==> config.mk <==
export PLATFORM = sky130hd
export DESIGN_NAME = boolfunc_dec_pipe
export DESIGN_NICKNAME = d
export VERILOG_FILES = /design/src/rtl/boolfunc_dec_pipe.sv
export SDC_FILE = /design/constraint.sdc
export NUM_CORES = 1
export LEC_CHECK = 0
export ABC_AREA = 1
export BUFFER_PORTS_ARGS = -buffer_cell sky130_fd_sc_hd__buf_4
export CORE_UTILIZATION = 23
export DETAILED_ROUTE_END_ITERATION = 7
export GPL_TIMING_DRIVEN = 0
export PLACE_DENSITY_LB_ADDON = 0.25
export RECOVER_POWER = 50
export REMOVE_ABC_BUFFERS = 1
export SLEW_MARGIN = 20
export SYNTH_ARGS = -nofsm -noshare
export SYNTH_HDL_FRONTEND = slang
export SYNTH_SLANG_ARGS = --single-unit
export TNS_END_PERCENT = 100
==> constraint.sdc <==
create_clock -name clk -period 2 [get_ports clk]
set_clock_uncertainty 0.05 [all_clocks]
set_input_delay 0.4 -clock clk [delete_from_list [all_inputs] [get_ports clk]]
set_output_delay 0.4 -clock clk [all_outputs]
set_load 0.02 [all_outputs]
==> src/rtl/boolfunc_dec_pipe.sv <==
// Programmable N_IN-input / N_OUT-output Boolean function unit: one-hot decode stage, then mask/mode evaluate stage.
// Define BOOLFUNC_SHADOW_EN to stage config writes in shadow registers until cfg_commit.
module boolfunc_dec_pipe #(
    parameter  int N_IN  = 3,
    parameter  int N_OUT = 2,
    localparam int T     = 2 ** N_IN,
    localparam int SW    = (N_OUT > 1) ? $clog2(N_OUT) : 1
) (
    input  logic             clk,
    input  logic             rst_n,
    input  logic             cfg_we,
    input  logic [SW-1:0]    cfg_sel,
    input  logic             cfg_mode,
    input  logic [T-1:0]     cfg_mask,
    input  logic             cfg_commit,
    input  logic             in_valid,
    output logic             in_ready,
    input  logic [N_IN-1:0]  in_vec,
    output logic             out_valid,
    input  logic             out_ready,
    output logic [N_OUT-1:0] out_f
);

    logic             s1_valid;
    logic             s2_ready;
    logic [T-1:0]     dec_d;
    logic [T-1:0]     dec_q;
    logic [N_OUT-1:0] mode_q;
    logic [N_OUT-1:0] eval_f;
    logic [T-1:0]     mask_q [N_OUT];

    assign s2_ready = ~out_valid | out_ready;
    assign in_ready = ~s1_valid | s2_ready;

    always_comb begin
        dec_d = '0;
        for (int unsigned i = 0; i < T; i++)
            dec_d[i] = (32'(in_vec) == i);
    end

    // POS is the complement of the SOP hit over the same term list.
    always_comb begin
        eval_f = '0;
        for (int unsigned k = 0; k < N_OUT; k++)
            eval_f[k] = mode_q[k] ^ (|(dec_q & mask_q[k]));
    end

    always_ff @(posedge clk) begin
        if (!rst_n) begin
            s1_valid <= 1'b0;
            dec_q    <= '0;
        end else if (in_ready) begin
            s1_valid <= in_valid;
            if (in_valid)
                dec_q <= dec_d;
        end
    end

    always_ff @(posedge clk) begin
        if (!rst_n) begin
            out_valid <= 1'b0;
            out_f     <= '0;
        end else if (s2_ready) begin
            out_valid <= s1_valid;
            if (s1_valid)
                out_f <= eval_f;
        end
    end

`ifdef BOOLFUNC_SHADOW_EN
    logic [N_OUT-1:0] sh_mode_q;
    logic [N_OUT-1:0] sh_mode_d;
    logic [T-1:0]     sh_mask_q [N_OUT];
    logic [T-1:0]     sh_mask_d [N_OUT];

    // Commit copies the post-write shadow view so a same-cycle write is included.
    always_comb begin
        sh_mode_d = sh_mode_q;
        sh_mask_d = sh_mask_q;
        for (int unsigned k = 0; k < N_OUT; k++) begin
            if (cfg_we && (32'(cfg_sel) == k)) begin
                sh_mode_d[k] = cfg_mode;
                sh_mask_d[k] = cfg_mask;
            end
        end
    end

    always_ff @(posedge clk) begin
        if (!rst_n) begin
            sh_mode_q <= '0;
            mode_q    <= '0;
            for (int unsigned k = 0; k < N_OUT; k++) begin
                sh_mask_q[k] <= '0;
                mask_q[k]    <= '0;
            end
        end else begin
            sh_mode_q <= sh_mode_d;
            sh_mask_q <= sh_mask_d;
            if (cfg_commit) begin
                mode_q <= sh_mode_d;
                mask_q <= sh_mask_d;
            end
        end
    end
`else
    logic unused_commit;
    assign unused_commit = cfg_commit;

    always_ff @(posedge clk) begin
        if (!rst_n) begin
            mode_q <= '0;
            for (int unsigned k = 0; k < N_OUT; k++)
                mask_q[k] <= '0;
        end else begin
            for (int unsigned k = 0; k < N_OUT; k++) begin
                if (cfg_we && (32'(cfg_sel) == k)) begin
                    mode_q[k] <= cfg_mode;
                    mask_q[k] <= cfg_mask;
                end
            end
        end
    end
`endif

endmodule

==> flow_summary_export.csv <==
group,metric,value,unit
place,port_buffers,21,
timing,rsz0062_at_grt,"no",
power_and_ir_drop,powerDensity,844.4,nW/um^2
timing,tns,0,ps
die,fp-row-count,26,
power_and_ir_drop,ir_drop,199.1,uV
synth,synth-seq-cells,30,
worst_setup_path,crit_fanout,3,
clock_network,cts_buffers,5,
synth,yosysTopAreaCell,"edfxtp_1",
timing,finalCriticalPeriod,1373,ps
die,initial_core_util,24.17,%
clock_network,cts_hold_buffers,0,
synth,netlist_area,1250,um^2
grt,use_met1,13.05,%
grt,overflow,0,
clock_network,clockBufferDepth,2,
route,wl_per_cell,10.38,um
synth,avgSynthCellArea,8.865,um^2
final_layout,nNetsFinal,187,
route,drt-total-wl,2482,um
synth,yosysTopAreaCellShare,38.44,%
route,vias,954,
clock_network,insertion_delay,280,ps
timing,fin_crit_sh,68.64,%
clock_network,h-tree-depth,2,
timing,hold_viol,0,
clock_network,cts_resized,0,
place,pre_cts_ws,512.4,ps
flow_run,drv_cap,0,
route,dr.pass1.iters,4,
route,vias_per_cell,3.992,
grt,globalRouteTotalUtil,10.63,%
place,gp_congestion,0.7970,
timing,slew_headroom,70.37,%
clock_network,cts_tree,"done",
grt,grt_pass1_vias,897,
clock_network,cts_setup_buffers,0,
worst_setup_path,cpMaxStageDelayCell,"dfxtp_1",
synth,netlist_instances,141,
grt,grt_use_met2,16.17,%
worst_setup_path,crit_required,1550,ps
worst_setup_path,critPathTopFamily,"flip-flops",
grt,grt_pass1_wl,4160,um
synth,synth.area.top_cells,"edfxtp_1 (38%), dfxtp_1 (22%), nand2_1 (13%), inv_1 (5.7%), nor2_1 (4.8%)",
synth,ys_seq_area_share,60.86,%
grt,met3_usage,3.704,%
clock_network,cts-root-buf,"clkbuf_8",
worst_setup_path,cp.arrival,920,ps
route,antenna_left,0,
timing,tightestPinTransition,443.3,ps
route,drt_iter0_markers,82,
die,die_y,75.72,um
clock_network,clkTransAtPathRegs,60,ps
synth,synth_cell_type_count,15,
grt,grt_max_degree,12,
hold_path,min_path_type,"in2reg",
grt,grt.busiest_layer,"met2",
timing,setup_ws,627.2,ps
place,dp_hpwl,1791,um
die,coreArea,5172,um^2
die,die_w,75.72,um
timing,setup_viol,0,
worst_setup_path,critical_path_class,"reg2out",
timing,clock.fmax,728.4,MHz
timing,maxSlewViolCount,0,
worst_setup_path,cp_slowest_stage_delay,390,ps
final_layout,syn_to_final_growth,25.53,%
worst_setup_path,worst-path-buf-inv,1,
clock_network,clock_sinks,30,
grt,antenna_found_initial,0,
worst_setup_path,cp-start-kind,"flip-flop",
worst_setup_path,end_kind,"output pin",
die,ios,23,
route,post-route-drc-count,0,
synth,yosysWarnings,0,
worst_setup_path,timing.critical_path.cells,"nand3_4 > buf_4",
final_layout,insertedDiodeCount,0,
die,dieArea,5734,um^2
power_and_ir_drop,p_leak,0.0006995,uW
final_layout,drive_gt1_share,17.16,%
outcome,status,"finished clean",
## cell usage in the layout (no fill, tap or decap), drive strengths merged
cell    instances
nand2          44
o21ai           1
nor2           16
nand4           7
clkbuf          9
buf            20
o22ai           2
a21oi          10
dfxtp          14
inv            22
edfxtp         16
nand3           8
## state kept, by name, indices dropped and copies added, names as in the netlist
signal,count
out_f,2
out_valid,1
s1_valid,1
dec_q,8
mode_q,2
mask_q,16
## layer usage
metal / vias to the layer above / part of all wire [%]
li1: 512 / -
met1: 414 / 49
met2: 23 / 42
met3: 5 / 5.9
met4: 0 / 2.5
met5: - / 0
## worst min-delay path: cells and delay by family
family          cells  cell delay [ps]
simple gates        1               70
buf+inv             2              140
compound gates      1               50
## where the power goes
group          switching, uW  total (uW)  internal, uW
registers               15.7         711           695
logic                   72.8         121          47.9
clock network            213         493           280
total                    302        1320          1020
## path summary, 6_finish.rpt
| path | start | end | slack, ps | cells past startpoint |
|---|---|---|---|---|
| hold / removal | out_ready | s1_valid | 370 | 4 |
| setup reg to reg | out_valid | dec_q[0] | 770 | 5 |
| hold reg to reg | dec_q[2] | dec_q[2] | 440 | 2 |
| setup / recovery | out_valid | in_ready | 630 | 2 |
## area by class of cell
type | instances | area [um^2]
Clock buffer | 8 | 90.09
Tap cell | 70 | 87.58
Timing Repair Buffer | 21 | 153.9
Multi-Input combinational cell | 88 | 389.1
Sequential cell | 30 | 760.7
Inverter | 22 | 87.58
Fill cell | 563 | 3603
## per-stage QoR
step	total power [uW]	hold WS [ps]	cells	utilization (%)	instance area [um^2]
2_1_floorplan	789.0	408.5	140	-	1245
4_1_cts	1344	366.9	239	30.55	1580
6_report	1325	373.3	239	30.33	1569
3_3_place_gp	850.3	425.0	231	28.81	1490
3_5_place_dp	850.1	423.9	231	28.81	1490
5_1_grt	1395	378.9	239	30.33	1569
## logic make-up (layout without fill, tap and decap cells)
group                  after synthesis  in the layout  synth area share (%)
AOI/OAI and AO/OA                   13             13                 5.405
buffers and inverters               23             51                 7.408
DFF                                 30             30                 60.86
and+or+nand+nor                     75             75                 26.33
## cells in the mapped netlist
master	number
inv_2	2
edfxtp_1	16
o22ai_1	2
nor2_1	16
nand2_1	43
inv_6	1
dfxtp_1	14
nand4_1	7
nand3_4	1
buf_2	1
o21ai_1	1
nand2_4	1
nand3_1	7
a21oi_1	10
inv_1	19
Power figures use the tool's default switching activity.
